<file path="src/rtl/pmem_arbiter.sv">
// pmem_arbiter: shares one physical-memory port between the instruction cache
// (line reads) and the data cache (line reads and write-backs). One full-line
// transaction is in flight at a time; the winner's command is latched onto the
// mem_* side and the memory response is routed back to the granted cache only.
module pmem_arbiter #(
   parameter int LINE_WIDTH  = 256,
   parameter bit ROUND_ROBIN = 1'b1
) (
   input  logic                  clk,
   input  logic                  rst,

   input  logic [31:0]           i_pmem_address,
   input  logic                  i_pmem_read,
   output logic [LINE_WIDTH-1:0] i_pmem_rdata,
   output logic                  i_pmem_resp,

   input  logic [31:0]           d_pmem_address,
   input  logic [LINE_WIDTH-1:0] d_pmem_wdata,
   input  logic                  d_pmem_read,
   input  logic                  d_pmem_write,
   output logic [LINE_WIDTH-1:0] d_pmem_rdata,
   output logic                  d_pmem_resp,

   output logic [31:0]           mem_address,
   output logic [LINE_WIDTH-1:0] mem_wdata,
   output logic                  mem_read,
   output logic                  mem_write,
   input  logic [LINE_WIDTH-1:0] mem_rdata,
   input  logic                  mem_resp
);

   typedef enum logic [1:0] {IDLE, SERVE_I, SERVE_D, DONE} state_t;
   typedef enum logic       {ICACHE, DCACHE} grant_t;

   state_t state;
   grant_t last_grant;
   grant_t next_grant;
   logic   dreq;
   logic   ireq;

   // Arbitration: pick the winner among current requesters.
   always_comb begin
      // NOTE: every always_comb output gets a default first so no path can infer a latch.
      next_grant = DCACHE;
      dreq       = d_pmem_read | d_pmem_write;
      ireq       = i_pmem_read;
      if (dreq && ireq) begin
         // On a tie, round-robin gives it to whoever did not win last time.
         if (ROUND_ROBIN && (last_grant == DCACHE))
            next_grant = ICACHE;
         else
            next_grant = DCACHE;
      end else if (ireq) begin
         next_grant = ICACHE;
      end
   end

   // Transaction FSM with registered memory-side command.
   always_ff @(posedge clk or negedge rst) begin
      // NOTE: sequential state uses non-blocking assignments so all registers update together at the edge.
      if (!rst) begin
         state       <= IDLE;
         last_grant  <= ICACHE;
         mem_address <= '0;
         mem_wdata   <= '0;
         mem_read    <= 1'b0;
         mem_write   <= 1'b0;
      end else begin
         case (state)
            IDLE: begin
               if (dreq || ireq) begin
                  last_grant <= next_grant;
                  if (next_grant == DCACHE) begin
                     mem_address <= d_pmem_address;
                     mem_wdata   <= d_pmem_wdata;
                     // Read and write together is treated as a write.
                     mem_read    <= d_pmem_read & ~d_pmem_write;
                     mem_write   <= d_pmem_write;
                     state       <= SERVE_D;
                  end else begin
                     mem_address <= i_pmem_address;
                     mem_read    <= 1'b1;
                     mem_write   <= 1'b0;
                     state       <= SERVE_I;
                  end
               end
            end
            SERVE_I, SERVE_D: begin
               if (mem_resp) begin
                  mem_read  <= 1'b0;
                  mem_write <= 1'b0;
                  state     <= DONE;
               end
            end
            // One dead cycle so a cache dropping its request after resp is not re-granted.
            DONE:    state <= IDLE;
            default: state <= IDLE;
         endcase
      end
   end

   // Response routing: completion reaches only the granted cache, in the same cycle.
   always_comb begin
      i_pmem_resp  = (state == SERVE_I) && mem_resp;
      d_pmem_resp  = (state == SERVE_D) && mem_resp;
      i_pmem_rdata = mem_rdata;
      d_pmem_rdata = mem_rdata;
   end

   // Simultaneous read and write from the dcache is a protocol error upstream.
   rw_exclusive: assert property (@(posedge clk) disable iff (!rst)
      (state == IDLE) |-> !(d_pmem_read && d_pmem_write));

endmodule

</file>
<file path="config.mk">
export PLATFORM = sky130hd
export DESIGN_NAME = pmem_arbiter
export DESIGN_NICKNAME = d
export VERILOG_FILES = /design/src/rtl/pmem_arbiter.sv
export SDC_FILE = /design/constraint.sdc
export NUM_CORES = 1
export LEC_CHECK = 0
export CAP_MARGIN = 10
export CORE_AREA = 2 2 542 544
export CTS_CLUSTER_DIAMETER = 80
export CTS_CLUSTER_SIZE = 40
export DETAILED_ROUTE_END_ITERATION = 8
export DIE_AREA = 0 0 544 546
export MAX_ROUTING_LAYER = met4
export RECOVER_POWER = 50
export SYNTH_ARGS = -nofsm -noshare
export SYNTH_HDL_FRONTEND = slang
export SYNTH_SLANG_ARGS = --single-unit
</file>
<file path="constraint.sdc">
create_clock -name clk -period 4.1 [get_ports clk]
set_input_delay 1.025 -clock clk [delete_from_list [all_inputs] [get_ports clk]]
set_output_delay 1.025 -clock clk [all_outputs]
set_load 0.01 [all_outputs]
</file>
==> out/results.tsv, run 1 <==
stage	metric	value	unit
clocking	cts_hold_buf	0	
critical_path	crit_path_max_incr_delay	560	ps
die	io_pins	1386	
clocking	cts_tree	yes	
finish	fin_area	24200	sq um
timing	rsz0062_at_grt	no	
finish	multi_input_area	4610	sq um
critical_path	required	3070	ps
global_route	grt_pass1_vias	10400	
timing	whs	516	ps
min_path	hold_path_depth	1	
power_and_ir_drop	p_int	10.7	mW
finish	fillers	33600	
power_and_ir_drop	power_frac_seq	0.297	
die	dieArea	297000	sq um
logic_synthesis	synth_common_cells	513 x buf_4, 293 x dfrtp_1, 229 x mux2_4	
route	vias	10300	
power_and_ir_drop	switching_share	0.408	
global_route	track_usage	0.104	
logic_synthesis	synth_area_leaders	dfrtp_1 45%, buf_4 24%, mux2_4 21%	
logic_synthesis	synth_top_cell_area_share	0.451	
die	core	292000	sq um
power_and_ir_drop	powerDensity	744	nW/um^2
min_path	min_to	mem_wdata[159]	
timing	timing.fmax	301	MHz
critical_path	cp.arrival	2290	ps
route	viasPerCell	1.94	
logic_synthesis	synthMostInstantiatedCell	buf_4	
outcome	status	finished with violations	
clocking	cts_inserted_buffers	20	
clocking	cts.reportedPaths.clkPinSlew	90	ps
logic_synthesis	synth_seq_cells	293	
critical_path	start_kind	input port	
logic_synthesis	synth_top_cell_by_area	dfrtp_1	
place	dp_hpwl	147000	um
critical_path	timing.rr.end	mem_wdata[206]	
place	placed_area	23300	sq um
critical_path	reg2regPathDepth	5	
flow_run	maxCapViolations	2	
global_route	overflow	0	
min_path	hold_start	mem_wdata[159]	
clocking	post_cts_buffers	0	
logic_synthesis	synth_area_per_cell	12.8	sq um
critical_path	worst-path-buf-inv	2	
die	start_util	0.0557	
timing	worst_pin_slew	2730	ps
logic_synthesis	synth_area	16300	sq um
timing	slew_headroom	-0.823	
place	portBuffers	617	
critical_path	cpLargestDelayFamily	buffers and inverters	
finish	num-nets-final	1958	
clocking	cts_resized	0	
min_path	hold_class	reg2reg	
logic_synthesis	synthCells	1273	
critical_path	worstSetupPathType	in2out	
logic_synthesis	syn-num-nets	1859	
place	gp_congestion	0.730	
timing	hold_violations	0	
logic_synthesis	ys.flop_type	dfrtp_1	
global_route	antenna_found_initial	85	
critical_path	end_kind	output pin	
critical_path	regToRegSetupSlack	1180	ps
timing	fin_crit_sh	0.810	
clocking	cts_root_buffer	clkbuf_16	
logic_synthesis	ys_warn_count	0	
power_and_ir_drop	p_clk_frac	0.144	
power_and_ir_drop	p_leak	8.91	nW
power_and_ir_drop	p_sw	7.34	mW
global_route	grt_max_degree	91	
clocking	clk_latency	630	ps
logic_synthesis	yosysSeqAreaShare	0.451	
critical_path	cpMostUsedCell	clkdlybuf4s50_1	
route	drt_iter0_markers	709	
power_and_ir_drop	p_comb_frac	0.559	
die	fp.dieW	544	um
clocking	htree_levels	1	
finish	final-seq-area	7330	sq um
route	drc_errors	0	
route	firstDrtPassIters	5	
die	die_y	546	um
clocking	ctsLongestPathBuffers	3	
critical_path	path_cells	clkdlybuf4s50_1 > and2_1 > clkdlybuf4s50_1	
finish	fin_cells	5313	
critical_path	slowest_stage	clkdlybuf4s50_1	
critical_path	cp_max_fo	3	
timing	fin_skew	49.1	ps
timing	drv_slew	123	
place	place_inst	5269	
critical_path	r2r-start	state[1]	
route	wl	157000	um
die	placementRows	199	
finish	drive_above_1_share	0.229	
logic_synthesis	synth_edf_count	0	
timing	tns	0	ps
clocking	cts_sinks	293	
logic_synthesis	synthArstFlopShare	1.00	
route	antenna_violating_nets_post_route	0	
finish	syn2layout_area_growth	48.8	%
global_route	grt_pass1_wl	181000	um
power_and_ir_drop	peakVddDrop	534	uV
logic_synthesis	synth_cell_types	30	
route	wl_per_cell	29.6	um
outcome	violations	max-capacitance violations, max-slew violations	
timing	setup_violations	0	
timing	period_needed	3320	ps
==> state kept, by name (all words and copies together) (netlist names) <==
signal / count
mem_wdata: 256
mem_address: 32
state: 2
last_grant: 1
mem_read: 1
mem_write: 1
==> area by class of cell <==
type	instances	share of cell area
multi-input combinational	412	0.191
sequential	293	0.303
timing repair buffer	638	0.265
inverter	7	0.00109
clock inverter	15	0.0148
tap	3919	0.203
antenna	8	0.000827
clock buffer	21	0.0217
==> worst reg2reg max path, stage by stage (launching register included) <==
cell	delay, ps
dfrtp_1	430
inv_1	110
ha_1	300
nand3b_1	810
buf_12	530
mux2_4	620
==> metrics by stage <==
step	setup slack [ps]	total power [mW]	utilization
after floorplan	1880	9.91	-
after global placement	782	15.5	0.0798
after detailed placement	767	15.6	0.0798
after CTS	790	18.3	0.0829
after global routing	494	19.1	0.0828
final	780	18.0	0.0828
==> cells by family (layout without fill, tap and decap cells) <==
logic type / Yosys count / in the layout / share of synthesized area
AO/OA/AOI/OAI: 75 / 75 / 0.0275
adder cells (fa/ha/maj): 4 / 4 / 0.00308
buffers and inverters: 568 / 681 / 0.265
flip-flops: 293 / 293 / 0.451
multiplexers: 258 / 258 / 0.232
other: 0 / 8 / 0
AND/OR/NAND/NOR: 75 / 75 / 0.0219
==> worst max path at each step <==
| stage | depth (start not counted) | endpoint | startpoint |
|---|---|---|---|
| 3_3_place_gp | 3 | i_pmem_resp | mem_resp |
| 6_report | 3 | i_pmem_resp | mem_resp |
| 4_1_cts | 3 | i_pmem_resp | mem_resp |
| 2_1_floorplan | 6 | mem_wdata[122] | d_pmem_write |
| 3_5_place_dp | 6 | mem_wdata[84] | d_pmem_write |
| 5_1_grt | 2 | mem_address[9] | rst |
==> power groups by stage <==
stage	sequential (mW)	combinational (mW)	clock, mW
finish	5.34	10.1	2.60
global route	5.54	10.7	2.82
CTS	5.37	10.2	2.74
detailed placement	5.44	10.2	0
global placement	5.35	10.1	0
floorplan	5.88	4.03	0
==> cell usage in the layout, fill, tap and decap left out, types with 2 or more instances in the layout <==
cell | synthesis | routed
ha_1 | 4 | 4
diode_2 | 0 | 8
clkdlybuf4s50_1 | 0 | 615
nor2b_1 | 2 | 2
mux2_2 | 28 | 28
nor2_1 | 34 | 34
buf_12 | 0 | 8
clkinv_16 | 0 | 9
buf_4 | 513 | 11
clkbuf_2 | 0 | 2
inv_1 | 7 | 6
a31oi_1 | 35 | 35
mux2_4 | 229 | 229
o21ai_0 | 32 | 32
nand3_1 | 32 | 32
clkbuf_16 | 0 | 21
and2_1 | 2 | 2
dfrtp_1 | 293 | 293
inv_12 | 0 | 2
nand2b_1 | 2 | 2
==> metal layers <==
metal | GRT usage | part of all wire | routed length [um] | vias up
met1 | 0.0666 | 0.23 | 35900 | 4571
met4 | 0.0290 | 0.040 | 6210 | 0
met3 | 0.124 | 0.28 | 43500 | 339
met2 | 0.170 | 0.46 | 71600 | 1484
met5 | - | 0 | 0 | -
li1 | - | - | - | 3926
Note: power is estimated with default switching activity, not from simulation.
==> inputs of run 2 (changes only) <==
--- a/config.mk
+++ b/config.mk
@@ -6,11 +6,11 @@
 export NUM_CORES = 1
 export LEC_CHECK = 0
 export CAP_MARGIN = 10
-export CORE_AREA = 2 2 542 544
+export CORE_AREA = 2 2 536 538
 export CTS_CLUSTER_DIAMETER = 80
 export CTS_CLUSTER_SIZE = 40
 export DETAILED_ROUTE_END_ITERATION = 8
-export DIE_AREA = 0 0 544 546
+export DIE_AREA = 0 0 538 540
 export MAX_ROUTING_LAYER = met4
 export RECOVER_POWER = 50
 export SYNTH_ARGS = -nofsm -noshare
==> constraint.sdc (replaced) <==
create_clock -name clk -period 3 [get_ports clk]
set_input_delay 0.75 -clock clk [delete_from_list [all_inputs] [get_ports clk]]
set_output_delay 0.75 -clock clk [all_outputs]
set_load 0.01 [all_outputs]
==> run 2 against run 1 <==
The run still ends with max-capacitance violations, max-slew violations left. Setup slack got worse by 560 ps. Clock power increased by 53%. Count of clock-buffer cells in the layout increased by 4. Critical path depth increased by 1. Die area decreased by 2.2%. Final area increased by 0.39%. Non-clock buffer count increased by 20. First-iteration DRC count decreased by 36%. Critical endpoint is now d_pmem_resp. Worst hold slack got worse by 1.5 ps. Highest routed layer unchanged.
==> out/results.tsv, run 2 (same netlist as run 1, synthesis figures left out) <==
stage	metric	value	unit	change
route	wl	154000	um	-2.1%
outcome	status	finished with violations		
critical_path	required	2250	ps	-820 ps
flow_run	maxCapViolations	1		-1
global_route	antenna_found_initial	99		+16%
critical_path	end_kind	output pin		
finish	mostFrequentLayoutCells	613 x clkdlybuf4s50_1, 293 x dfrtp_1, 229 x mux2_4		
timing	hold_violations	0		unchanged
place	dp_hpwl	142000	um	-2.9%
global_route	overflow	0		unchanged
die	fp.dieW	538	um	-1.1%
timing	drv_slew	54		-56%
die	die_y	540	um	-1.1%
clocking	cts_tree	yes		
finish	largest_register_ffs	256		unchanged
route	vias	10500		+1.7%
clocking	cts_inserted_buffers	25		+25%
power_and_ir_drop	peakVddDrop	524	uV	-1.9%
die	core	284000	sq um	-2.6%
route	firstDrtPassIters	5		unchanged
timing	period_needed	2780	ps	
die	dieArea	291000	sq um	-2.2%
place	gp_congestion	0.786		+7.6%
global_route	grt_pass1_vias	10400		+0.74%
critical_path	cp.arrival	2030	ps	-260 ps
clocking	ctsLongestPathBuffers	3		unchanged
min_path	hold_class	reg2reg		
finish	num-nets-final	1983		+1.3%
power_and_ir_drop	p_leak	9.09	nW	+2.0%
timing	timing.fmax	360	MHz	
global_route	grt_pass1_wl	177000	um	-2.3%
route	drc_errors	0		unchanged
timing	setup_violations	0		unchanged
critical_path	cp_max_fo	4		+1
global_route	met3_usage	0.117		-0.00732
timing	rsz0062_at_grt	no		
timing	whs	514	ps	-1.48 ps
clocking	cts_hold_buf	0		unchanged
critical_path	start_kind	flop		
place	dp_slack	84.7	ps	-682 ps
finish	layout.cells.most_common	clkdlybuf4s50_1		
global_route	grt.met2_usage	0.177		+0.00695
global_route	grt.busiest_layer	met2		
clocking	clk_latency	680	ps	+50 ps
route	wl_per_cell	29.6	um	+0.14%
clocking	cts.reportedPaths.clkPinSlew	100	ps	about the same
place	portBuffers	617		unchanged
timing	fin_crit_sh	0.927		
clocking	cts_sinks	293		unchanged
die	start_util	0.0571		+0.00149
power_and_ir_drop	powerDensity	1010	nW/um^2	+36%
clocking	cts_root_buffer	clkbuf_16		
critical_path	worstSetupPathType	reg2out		
finish	syn2layout_area_growth	49.4	%	
route	drt_iter0_markers	453		-36%
global_route	track_usage	0.104		-0.000400
timing	setup_ws	219	ps	-561 ps
die	io_pins	1386		unchanged
finish	regMostFlops	mem_wdata		
clocking	post_cts_buffers	0		unchanged
timing	slew_headroom	-0.243		+0.579
route	viasPerCell	2.02		+4.1%
global_route	grt_max_degree	61		-33%
finish	drive_above_1_share	0.246		+0.0163
die	placementRows	196		-1.5%
clocking	htree_levels	1		unchanged
finish	top_regs	mem_wdata: 256 flops, mem_address: 32 flops, state: 2 flops		
timing	fin_skew	70.5	ps	+21.3 ps
route	antenna_violating_nets_post_route	0		unchanged
clocking	cts_resized	0		unchanged
finish	fillers	32800		-2.6%
global_route	use_met1	0.0605		-0.00611
outcome	violations	max-capacitance violations, max-slew violations		
timing	tns	0	ps	unchanged
timing	worst_pin_slew	1870	ps	-869 ps
==> run 2: cell types whose count changed in the layout (fill, tap and decap cells not counted), sizes merged <==
cell	delta
clkinv	-1
inv	+6
clkdlybuf4s50	-2
diode	+6
clkbuf	+10
buf	+16
bufinv	+1
==> run 2: routing by layer <==
layer | vias to the layer above | part of all wire
met5 | - | 0
met4 | 0 | 0.046
met3 | 381 | 0.26
met2 | 1459 | 0.48
met1 | 4650 | 0.21
li1 | 4006 | -
==> run 2: final cells by class <==
class                           instances  area [sq um]  share of cell area
Clock buffer                           25           626              0.0258
Antenna cell                           14          35.0             0.00144
Timing Repair Buffer                  658          6560               0.270
Inverter                                7          26.3             0.00108
Sequential cell                       293          7330               0.302
Clock inverter                         21           378              0.0156
Tap cell                             3762          4710               0.194
Multi-Input combinational cell        412          4620               0.190
==> run 2: critical path, cell delays in order, from the launching register on <==
cell and delay [ps]:
dfrtp_1 400, inv_1 110, ha_1 160, and2_1 110, clkdlybuf4s50_1 550
==> run 2: stage by stage <==
step | power, mW | instances | utilization | cell area (sq um)
6_report | 24.5 | 5192 | 0.0854 | 24300
4_1_cts | 25.2 | 5178 | 0.0855 | 24300
3_5_place_dp | 21.0 | 5132 | 0.0820 | 23300
2_1_floorplan | 13.5 | 1273 | - | 16300
3_3_place_gp | 20.9 | 5132 | 0.0820 | 23300
5_1_grt | 26.1 | 5191 | 0.0854 | 24300
==> run 2: worst paths after layout <==
| path | start | endpoint | slack [ps] | cells past startpoint |
|---|---|---|---|---|
| min | mem_wdata[7] | mem_wdata[7] | 510 | 1 |
| max in group asynchronous | rst | mem_address[18] | 510 | 2 |
| max reg2reg | state[0] | mem_address[14] | 870 | 6 |
| max | state[0] | d_pmem_resp | 220 | 4 |
| min in group asynchronous | rst | mem_wdata[202] | 570 | 1 |
| min reg2reg | mem_wdata[7] | mem_wdata[7] | 510 | 1 |
==> run 2: where the power goes <==
group	internal [mW]	leakage, nW	switching, mW	total [mW]
Sequential	6.00	3.44	1.25	7.25
Combinational	7.17	5.17	6.13	13.3
Clock	1.84	0.483	2.13	3.97
